## config.mk

```make
export PLATFORM = sky130hd
export DESIGN_NAME = bit_packer_flat
export DESIGN_NICKNAME = d
export VERILOG_FILES = /design/src/rtl/bit_packer_pkg.sv /design/src/rtl/bit_packer_if.sv /design/src/rtl/bit_packer_shifter.sv /design/src/rtl/bit_packer.sv /design/src/flat_wrapper.sv
export SDC_FILE = /design/constraint.sdc
export NUM_CORES = 1
export LEC_CHECK = 0
export ABC_AREA = 1
export BUFFER_PORTS_ARGS = -buffer_cell sky130_fd_sc_hd__buf_2
export CELL_PAD_IN_SITES_DETAIL_PLACEMENT = 1
export CELL_PAD_IN_SITES_GLOBAL_PLACEMENT = 2
export CORE_MARGIN = 5
export CORE_UTILIZATION = 34
export DETAILED_ROUTE_END_ITERATION = 10
export PLACE_DENSITY_LB_ADDON = 0.08
export SYNTH_ARGS = -nofsm -noshare
export SYNTH_HDL_FRONTEND = slang
export SYNTH_SLANG_ARGS = --single-unit
```

## constraint.sdc

```tcl
create_clock -name clock -period 15.5 [get_ports clock]
set_input_delay 3.1 -clock clock [delete_from_list [all_inputs] [get_ports clock]]
set_output_delay 3.1 -clock clock [all_outputs]
set_load 0.005 [all_outputs]
```

## src/rtl/bit_packer_pkg.sv

```systemverilog
// prores_bitpack_pkg: shared widths, FSM encoding and pad helper for bit_packer.
// Revision 1.0
`default_nettype none

package prores_bitpack_pkg;

  localparam int ACC_W  = 128;
  localparam int WORD_W = 64;
  localparam int FILL_W = 7;

  typedef enum logic {RUN = 1'b0, DRAIN2 = 1'b1} bp_state_t;

  // Zero bits needed to reach the next byte boundary: (8 - fill%8) % 8.
  function automatic logic [2:0] pad_bits(input logic [FILL_W:0] fill);
    return 3'((~fill + 8'd1) & 8'd7);
  endfunction

endpackage

`default_nettype wire

```

## src/rtl/bit_packer_if.sv

```systemverilog
// bit_packer_if: set-bit input bus and packed-word output bus of bit_packer.
// Revision 1.0
`default_nettype none

interface bit_packer_if;

  logic        enable;
  logic [63:0] val;
  logic [63:0] size_of_bit;
  logic        flush;
  logic        drain;
  logic        out_valid;
  logic [63:0] out_data;
  logic [3:0]  out_byte_count;
  logic [31:0] out_addr;
  logic        busy;
  logic [31:0] total_byte_size;
  logic        err_size;

  modport master (
    output enable, val, size_of_bit, flush, drain,
    input  out_valid, out_data, out_byte_count, out_addr, busy, total_byte_size, err_size
  );

  modport slave (
    input  enable, val, size_of_bit, flush, drain,
    output out_valid, out_data, out_byte_count, out_addr, busy, total_byte_size, err_size
  );

endinterface

`default_nettype wire

```

## src/rtl/bit_packer_shifter.sv

```systemverilog
// bit_packer_shifter: masks val to nbits and aligns it MSB-first below fill pending bits.
// Revision 1.0
`default_nettype none

module bit_packer_shifter
  import prores_bitpack_pkg::*;
(
  input  logic [WORD_W-1:0] val,
  input  logic [FILL_W-1:0] nbits,
  input  logic [FILL_W-1:0] fill,
  output logic [ACC_W-1:0]  lane
);

  logic [WORD_W-1:0] w_mask;
  logic [WORD_W-1:0] w_masked;
  logic [FILL_W-1:0] w_lsh;

  always_comb begin
    w_mask   = (nbits >= 7'd64) ? '1 : ((64'd1 << nbits) - 64'd1);
    w_masked = val & w_mask;
    // Lift the field's MSB to bit 127, then slide it down past the pending bits.
    w_lsh    = 7'd64 - nbits;
    lane     = ({w_masked, {WORD_W{1'b0}}} << w_lsh) >> fill;
  end

endmodule

`default_nettype wire

```

## src/rtl/bit_packer.sv

```systemverilog
// bit_packer: packs variable-length fields MSB-first into 64-bit big-endian words.
// Revision 1.0
`default_nettype none

module bit_packer
  import prores_bitpack_pkg::*;
#(
  parameter logic [31:0] ADDR_BASE = 32'd0
) (
  input  logic       clock,
  input  logic       reset_n,
  input  logic       clear,
  bit_packer_if.slave bus
);

  bp_state_t         r_state, w_state;
  logic [ACC_W-1:0]  r_acc, w_acc;
  logic [FILL_W-1:0] r_fill, w_fill;
  logic [31:0]       r_bits, w_bits;
  logic [31:0]       r_addr, w_addr;
  logic              r_valid, w_valid;
  logic [63:0]       r_data, w_data;
  logic [3:0]        r_cnt, w_cnt;
  logic [31:0]       r_oaddr, w_oaddr;
  logic [31:0]       r_total, w_total;
  logic              r_err, w_err;

  logic              w_oversize;
  logic [FILL_W-1:0] w_nbits;
  logic [ACC_W-1:0]  w_lane, w_acc2;
  logic [FILL_W:0]   w_fill1, w_fill2, w_add;
  logic [2:0]        w_pad;

  always_comb begin
    w_oversize = bus.enable && (bus.size_of_bit > 64'd64);
    if (!bus.enable)     w_nbits = '0;
    else if (w_oversize) w_nbits = 7'd64;
    else                 w_nbits = bus.size_of_bit[6:0];
  end

  bit_packer_shifter u_shifter (
    .val   (bus.val),
    .nbits (w_nbits),
    .fill  (r_fill),
    .lane  (w_lane)
  );

  always_comb begin
    w_acc2  = r_acc | w_lane;
    w_fill1 = {1'b0, r_fill} + {1'b0, w_nbits};
    w_pad   = (bus.flush || bus.drain) ? pad_bits(w_fill1) : 3'd0;
    w_fill2 = w_fill1 + {5'd0, w_pad};
    w_add   = w_fill2 - {1'b0, r_fill};
  end

  always_comb begin
    w_state = r_state;
    w_acc   = r_acc;
    w_fill  = r_fill;
    w_bits  = r_bits;
    w_addr  = r_addr;
    w_valid = 1'b0;
    w_data  = '0;
    w_cnt   = '0;
    w_oaddr = '0;
    w_total = r_total;
    w_err   = r_err;
    case (r_state)
      RUN: begin
        w_err   = r_err | w_oversize;
        w_bits  = r_bits + {24'd0, w_add};
        w_total = {3'd0, w_bits[31:3]};
        if (w_fill2 >= 8'd64) begin
          w_valid = 1'b1;
          w_data  = w_acc2[127:64];
          w_cnt   = 4'd8;
          w_oaddr = r_addr;
          w_addr  = r_addr + 32'd8;
          w_acc   = {w_acc2[63:0], 64'd0};
          w_fill  = 7'(w_fill2 - 8'd64);
          if (bus.drain) w_state = DRAIN2;
        end else if (bus.drain) begin
          // Padded already, so the byte count is exact.
          if (w_fill2 != 8'd0) begin
            w_valid = 1'b1;
            w_data  = w_acc2[127:64];
            w_cnt   = w_fill2[6:3];
            w_oaddr = r_addr;
            w_addr  = r_addr + {28'd0, w_fill2[6:3]};
          end
          w_acc  = '0;
          w_fill = '0;
        end else begin
          w_acc  = w_acc2;
          w_fill = w_fill2[6:0];
        end
      end
      DRAIN2: begin
        if (r_fill != 7'd0) begin
          w_valid = 1'b1;
          w_data  = r_acc[127:64];
          w_cnt   = r_fill[6:3];
          w_oaddr = r_addr;
          w_addr  = r_addr + {28'd0, r_fill[6:3]};
        end
        w_acc   = '0;
        w_fill  = '0;
        w_state = RUN;
      end
      default: w_state = RUN;
    endcase
  end

  always_ff @(posedge clock) begin
    if (!reset_n || clear) begin
      r_state <= RUN;
      r_acc   <= '0;
      r_fill  <= '0;
      r_bits  <= '0;
      r_addr  <= ADDR_BASE;
      r_valid <= 1'b0;
      r_data  <= '0;
      r_cnt   <= '0;
      r_oaddr <= '0;
      r_total <= '0;
      r_err   <= 1'b0;
    end else begin
      r_state <= w_state;
      r_acc   <= w_acc;
      r_fill  <= w_fill;
      r_bits  <= w_bits;
      r_addr  <= w_addr;
      r_valid <= w_valid;
      r_data  <= w_data;
      r_cnt   <= w_cnt;
      r_oaddr <= w_oaddr;
      r_total <= w_total;
      r_err   <= w_err;
    end
  end

  assign bus.out_valid       = r_valid;
  assign bus.out_data        = r_data;
  assign bus.out_byte_count  = r_cnt;
  assign bus.out_addr        = r_oaddr;
  assign bus.busy            = (r_state == DRAIN2);
  assign bus.total_byte_size = r_total;
  assign bus.err_size        = r_err;

endmodule

`default_nettype wire

```

## src/flat_wrapper.sv

```systemverilog
// flat-port wrapper written by rule: the top's interface ports become plain ports
module bit_packer_flat import prores_bitpack_pkg::*;
#(
  parameter logic [31:0] ADDR_BASE = 32'd0
)
  (clock, reset_n, clear, bus_enable, bus_val, bus_size_of_bit, bus_flush, bus_drain, bus_out_valid, bus_out_data, bus_out_byte_count, bus_out_addr, bus_busy, bus_total_byte_size, bus_err_size);
  bit_packer_if bus_i ();
  input  logic clock;
  input  logic reset_n;
  input  logic clear;
  input wire logic [$bits(bus_i.enable)-1:0] bus_enable;
  input wire logic [$bits(bus_i.val)-1:0] bus_val;
  input wire logic [$bits(bus_i.size_of_bit)-1:0] bus_size_of_bit;
  input wire logic [$bits(bus_i.flush)-1:0] bus_flush;
  input wire logic [$bits(bus_i.drain)-1:0] bus_drain;
  output wire logic [$bits(bus_i.out_valid)-1:0] bus_out_valid;
  output wire logic [$bits(bus_i.out_data)-1:0] bus_out_data;
  output wire logic [$bits(bus_i.out_byte_count)-1:0] bus_out_byte_count;
  output wire logic [$bits(bus_i.out_addr)-1:0] bus_out_addr;
  output wire logic [$bits(bus_i.busy)-1:0] bus_busy;
  output wire logic [$bits(bus_i.total_byte_size)-1:0] bus_total_byte_size;
  output wire logic [$bits(bus_i.err_size)-1:0] bus_err_size;
  assign bus_i.enable = bus_enable;
  assign bus_i.val = bus_val;
  assign bus_i.size_of_bit = bus_size_of_bit;
  assign bus_i.flush = bus_flush;
  assign bus_i.drain = bus_drain;
  assign bus_out_valid = bus_i.out_valid;
  assign bus_out_data = bus_i.out_data;
  assign bus_out_byte_count = bus_i.out_byte_count;
  assign bus_out_addr = bus_i.out_addr;
  assign bus_busy = bus_i.busy;
  assign bus_total_byte_size = bus_i.total_byte_size;
  assign bus_err_size = bus_i.err_size;
  bit_packer #(.ADDR_BASE(ADDR_BASE)) u_core (.clock(clock), .reset_n(reset_n), .clear(clear), .bus(bus_i));
endmodule
```

==> results of run 1 <==
## per-stage QoR
stage | util | setup slack [ns] | cell area [um2] | total power, mW
4_1_cts | 0.3798 | 5.416 | 30050 | 1.964
2_1_floorplan | - | 5.647 | 27190 | 0.9735
5_1_grt | 0.3798 | 4.511 | 30050 | 2.024
3_3_place_gp | 0.3647 | 5.092 | 28860 | 1.084
3_5_place_dp | 0.3647 | 4.895 | 28860 | 1.087
6_report | 0.3798 | 5.474 | 30060 | 1.948
## flip-flops by register name, indices dropped and copies added (netlist names), 4 cells and up
register / cells
u_core.bus.out_addr: 32
u_core.r_fill: 7
u_core.bus.out_byte_count: 4
u_core.r_bits: 32
u_core.r_acc: 128
u_core.bus.out_data: 64
u_core.r_addr: 32
## tightest hold or removal path: cells and delay by family, from the launching register on
family        cells  cell delay (ns)
buf+inv           1             0.05
simple gates      1             0.03
flops             1             0.32
## synthesized netlist by cell type, types with 3 or more instances
library cell and n:
nand4_2 4, o21a_1 3, nor2_2 24, nor2_4 12, nand3_4 4, inv_2 25, clkbuf_1 122, nor3_1 55
a221oi_1 6, o21bai_1 20, a21o_1 3, o21ai_2 5, fa_1 5, buf_1 53, dfxtp_1 302, inv_1 330
o22ai_1 4, nand2_1 1054, nand3_2 20, o211ai_1 11, buf_2 90, o21ai_0 147, xnor2_1 11, buf_6 6
or2_2 4, and2_1 10, o211a_1 6, ha_1 39, buf_4 39, nor4_1 11, nand3_1 1376, nor2_1 371
nand2_2 16, a31oi_1 25, a21oi_1 303, o31ai_1 7, clkinv_1 14, xor2_1 23, nand4_1 118, o21ai_1 18
## power by group through the flow
stage               sequential [mW]  combinational [mW]  clock, mW
floorplan                     0.801               0.172          0
global placement              0.802               0.282          0
detailed placement            0.802               0.284          0
CTS                           0.785               0.286      0.893
global route                  0.785               0.315      0.923
finish                        0.785               0.290      0.873
## path summary, 6_finish.rpt
kind	from	to	slack (ns)	depth (start not counted)
worst max register to register	u_core.r_fill[1]	u_core.r_addr[25]	8.75	34
worst min register to register	u_core.r_addr[31]	u_core.bus.out_addr[31]	0.44	2
worst max-delay path	bus_size_of_bit[8]	u_core.r_addr[25]	5.47	44
worst min-delay path	u_core.r_addr[31]	u_core.bus.out_addr[31]	0.44	2
## cell type report
cell class / instances / area, um2 / share of cell area
antenna: 2 / 5.005 / 0.0001665
tap: 1050 / 1314 / 0.04371
sequential: 302 / 6057 / 0.2015
multi-input combinational: 3747 / 18400 / 0.6121
clock inverter: 13 / 163.9 / 0.005453
timing repair buffer: 315 / 1702 / 0.05661
inverter: 369 / 1385 / 0.04608
clock buffer: 49 / 1031 / 0.03430
## cells by family (layout without fill, tap and decap cells)
kind of cell,Yosys count,in the layout
XOR/XNOR,34,34
AO/OA/AOI/OAI,572,572
AND/OR/NAND/NOR,3092,3092
adder cells (fa/ha/maj),44,44
flip-flops,302,302
multiplexers,2,2
buffers and inverters,679,746
other,1,5
## per-layer routing
metal	global-route usage	vias to the layer above	wire [um]
li1	-	16140	-
met2	0.4938	1021	61880
met3	0.04329	127	8522
met4	0.05080	6	2323
met5	0	-	40
met1	0.4635	16520	67550
==> reports/results.txt, run 1 <==
Final Setup Violations -> 0
Setup crit end kind -> flop
outcome -> completed
fillers -> 10870
num rows -> 103
combinational family with the most area after synthesis -> simple AND/OR/NAND/NOR gates
initial core utilization -> 0.3435
drt first pass iters -> 5
global-route wire length before repair -> 209.9 mm
crit-path max FO -> 72
DR DRC count -> 0
Min Hold Slack -> 0.4445 ns
Clock transition at path regs -> 0.06 ns
CTS max path bufs -> 3
Clk Tree Root Cell -> clkbuf_16
YS warnings -> 0
post-synthesis mux area share -> 0.0007366
most common cell after layout, fill and taps aside -> nand3_1
Die X -> 292.7 um
ys async rst share -> 0
wire length per cell -> 24.00 um
average size of a mapped cell -> 5.751 um2
Crit Path Category -> in2reg
Synth Instances -> 4726
vias in the first global route -> 33070
synth unique cells -> 62
# nets final -> 4949
Logic pwr share -> 0.149
maxcap violations -> 0
setup TNS -> 0 ns
#FFs+latches synth -> 302
RSZ-0062 raised after global routing -> no
Starting DRT DRC Count -> 2985
antenna viol nets, final -> 0
fin. max-slew vios -> 0
DR vias -> 33820
Sw Pwr -> 0.5825 mW
Reg power frac -> 0.403
post-DP HPWL -> 110.8 mm
Detailed Route WL -> 140.3 mm
Critical Path Most Common Cell -> nor2_1
xor and xnor area share after synthesis -> 0.01096
most frequent cells in the layout -> nand3_1 (1375), nand2_1 (1052), nor2_1 (365)
gr usage total -> 0.3134
crit start category -> input pin
core area -> 79130 um2
slowest cell delay on critical path -> 0.65 ns
CP delay by family, top -> simple AND/OR/NAND/NOR gates
Clock Sinks -> 302
Vert. Die Dim -> 292.7 um
CP bufs+invs -> 13
share of cells above drive strength 1 -> 0.1087
EDFF count, synth -> 0
Worst VDD drop -> 0.00006405 V
IO Port Bufs -> 265
top_reg_cell synth -> dfxtp_1
largest net degree at the start of global routing -> 78
Vias per Instance -> 5.784
Achievable Freq -> 99.74 MHz
post-synthesis simple-gate area fraction -> 0.5238
Synth top area share -> 0.2534
# hold bufs at CTS -> 0
Tcrit/Tclk final -> 0.6468
clk_skew -> 0.02668 ns
Netlist Area Pre-Place -> 27180 um2
area delta synth->final -> 10.59%
leakage power -> 14.17 nW
Min-Delay Path Class -> reg2reg
initial antenna violation count -> 8
Power Density -> 64.81 nW/um2
Slew headroom -> 0.3032
CP required -> 15.94 ns
worst slew pin tran -> 1.044 ns
Synth Area in Compound Gates -> 0.1153
CTS Buf Count -> 36
Post-Synth Adder-Cell Area -> 0.02164
setup bufs post-CTS -> 0
clock latency on the worst-skew pair -> 0.57 ns
Clk network pwr share -> 0.448
Synth area leaders -> nand3_1 (25%), dfxtp_1 (22%), nand2_1 (15%), a21oi_1 (5.6%), nor2_1 (5.1%)
sequential-to-total area share from yosys stat -> 0.2224
Finished Layout Cells -> 5847
Int Pwr -> 1.365 mW
gpl congestion -> 1.002
IO Count -> 269
Resized Gates After CTS -> 0
CP arrival -> 10.47 ns
Max H-tree Level -> 2
full die area -> 85690 um2
TritonCTS clock tree -> yes
biggest area consumer among synthesized cells -> nand3_1
Tmin final -> 10.03 ns
grt ovf -> 0
fraction of power spent switching nets -> 0.2990
Fin. Hold Viols -> 0
CP max-delay cell -> buf_4
Placed Cells -> 5783
(Power assumes the default switching activity.)
==> run 2: changes to the inputs <==
CORE_UTILIZATION = 29   (was 34)
clock period = 9.1 ns   (was 15.5 ns; I/O delays follow)
==> reports/results.txt, run 2 (synthesized netlist as in run 1, its figures left out) <==
drt first pass iters -> 5 (unchanged)
CP arrival -> 8.53 ns (-1.94 ns)
Clk Tree Root Cell -> clkbuf_16
HP Start -> u_core.r_addr[31]
vias in the first global route -> 33410 (+1.0%)
Starting DRT DRC Count -> 2721 (-8.8%)
Tmin final -> 8.049 ns
Placed Instance Area -> 29380 um2 (+1.8%)
Reg power frac -> 0.379 (-0.024)
DR vias -> 33510 (-0.90%)
worst slew pin tran -> 1.122 ns (+0.07770 ns)
IO Port Bufs -> 265 (unchanged)
CP max-delay cell -> fa_1
post-route cell area -> 30770 um2 (+2.4%)
wire length per cell -> 23.88 um (-0.48%)
DR DRC count -> 0 (unchanged)
fraction of power spent switching nets -> 0.2978 (-0.001263)
gr usage total -> 0.2815 (-0.03182)
max reg flops -> 128 (unchanged)
CTS max path bufs -> 3 (unchanged)
# nets final -> 4982 (+0.67%)
post-DP HPWL -> 114.6 mm (+3.4%)
core area -> 93190 um2 (+18%)
FF-to-FF End -> u_core.r_bits[30]
share of cells above drive strength 1 -> 0.1173 (+0.008639)
RSZ-0062 raised after global routing -> no
Sw Pwr -> 1.049 mW (+80%)
most frequent cells in the layout -> nand3_1 (1375), nand2_1 (1052), nor2_1 (365)
Final Util -> 0.3301 (-0.04970)
Resized Gates After CTS -> 0 (unchanged)
Clk network pwr share -> 0.478 (+0.030)
Max H-tree Level -> 2 (unchanged)
Detailed Route WL -> 145.4 mm (+3.6%)
Final Power -> 3.522 mW (+81%)
setup TNS -> 0 ns (unchanged)
Die X -> 316.1 um (+8.0%)
Worst Setup SP -> bus_size_of_bit[56]
R2R Path Start -> u_core.r_fill[0]
CP required -> 9.58 ns (-6.36 ns)
Vert. Die Dim -> 316.1 um (+8.0%)
Critical Path Most Common Cell -> nand2_1
crit start category -> input pin
leakage power -> 14.43 nW (+1.8%)
fillers -> 12430 (+14%)
initial core utilization -> 0.2916 (-0.05183)
Setup crit end kind -> flop
Final Setup Violations -> 0 (unchanged)
Achievable Freq -> 124.2 MHz
worst r2r path cells -> 36 (+5.9%)
Power Density -> 114.5 nW/um2 (+77%)
initial antenna violation count -> 6 (-2)
crit-path max FO -> 5 (-93%)
Vias per Instance -> 5.504 (-4.8%)
setup bufs post-CTS -> 0 (unchanged)
CTS Buf Count -> 38 (+5.6%)
IO Count -> 269 (unchanged)
area delta synth->final -> 13.20%
flop-to-flop setup slack -> 3.00 ns (-5.75 ns)
Fin. Hold Viols -> 0 (unchanged)
Crit Path Category -> in2reg
Tcrit/Tclk final -> 0.8845
num rows -> 112 (+8.7%)
Slew headroom -> 0.2494 (-0.05380)
TritonCTS clock tree -> yes
global-route wire length before repair -> 215.0 mm (+2.4%)
fin. max-slew vios -> 0 (unchanged)
Int Pwr -> 2.474 mW (+81%)
Biggest register -> u_core.r_acc
clock latency on the worst-skew pair -> 0.58 ns (about the same)
gpl congestion -> 0.9584 (-4.4%)
Clock transition at path regs -> 0.07 ns (about the same)
Logic pwr share -> 0.143 (-0.006)
Worst VDD drop -> 0.0001118 V (+75%)
Min-Delay Path Class -> reg2reg
grt ovf -> 0 (unchanged)
largest net degree at the start of global routing -> 74 (-5.1%)
clk_skew -> 0.02812 ns (+0.001441 ns)
outcome -> completed
Clock Sinks -> 302 (unchanged)
crit path to -> u_core.r_bits[30]
# hold bufs at CTS -> 0 (unchanged)
slowest cell delay on critical path -> 0.45 ns (-0.20 ns)
maxcap violations -> 0 (unchanged)
most common cell after layout, fill and taps aside -> nand3_1
full die area -> 99940 um2 (+17%)
antenna viol nets, final -> 0 (unchanged)
[run 2: cell count changes in the layout (fill, tap and decap cells not counted), sizes merged]
| cell | change |
|---|---|
| clkinv | +2 |
| inv | +3 |
| diode | -1 |
| bufinv | +3 |
| buf | +31 |
| clkbuf | -1 |
| clkinvlp | +1 |
[run 2: power by group through the flow]
| stage | clock (mW) | combinational, mW | sequential [mW] |
|---|---|---|---|
| floorplan | 0 | 0.293 | 1.36 |
| global route | 1.78 | 0.552 | 1.34 |
| finish | 1.68 | 0.504 | 1.34 |
| detailed placement | 0 | 0.500 | 1.37 |
| global placement | 0 | 0.496 | 1.37 |
| CTS | 1.72 | 0.502 | 1.34 |
[run 2: routing by layer]
layer,wire length (um),GRT usage,up-vias
li1,-,-,16210
met1,69080,0.4008,16290
met2,63400,0.4394,853
met3,9739,0.06071,161
met4,3162,0.05825,6
met5,40,0,-
[run 2: worst min-delay path by stage]
stage / to / slack, ns / depth (start not counted)
floorplan: u_core.bus.out_addr[31] / 0.42 / 2
global placement: u_core.bus.out_addr[31] / 0.43 / 2
detailed placement: u_core.bus.out_addr[31] / 0.43 / 2
CTS: u_core.bus.out_addr[31] / 0.44 / 2
global route: u_core.bus.out_addr[31] / 0.46 / 2
finish: u_core.bus.out_addr[31] / 0.44 / 2
[run 2: metrics by stage]
step           hold slack (ns)  setup WS, ns  std cells
6_report                0.4428         1.051       6089
5_1_grt                 0.4645       0.06231       6088
4_1_cts                 0.4423        0.9506       6088
3_5_place_dp            0.4340        0.3448       6018
3_3_place_gp            0.4334        0.4777       6018
2_1_floorplan           0.4184        0.5273       4728
[run 2: worst max-delay path: cells and delay by family]
family / cells / cell delay, ns
and+or+nand+nor: 25 / 3.15
adders and majority gates: 5 / 1.54
AOI/OAI and AO/OA: 4 / 1.06
buffers and inverters: 9 / 0.77
xor gates and xnor gates: 1 / 0.20
[run 2: area by class of cell]
cell class / count / area (um2) / share of cell area
clock buffer: 48 / 1089 / 0.03538
clock inverter: 22 / 297.8 / 0.009679
tap: 1254 / 1569 / 0.05100
inverter: 369 / 1385 / 0.04502
sequential: 302 / 6057 / 0.1969
timing repair buffer: 346 / 1972 / 0.06409
multi-input combinational: 3747 / 18390 / 0.5979
antenna: 1 / 2.502 / 0.00008134
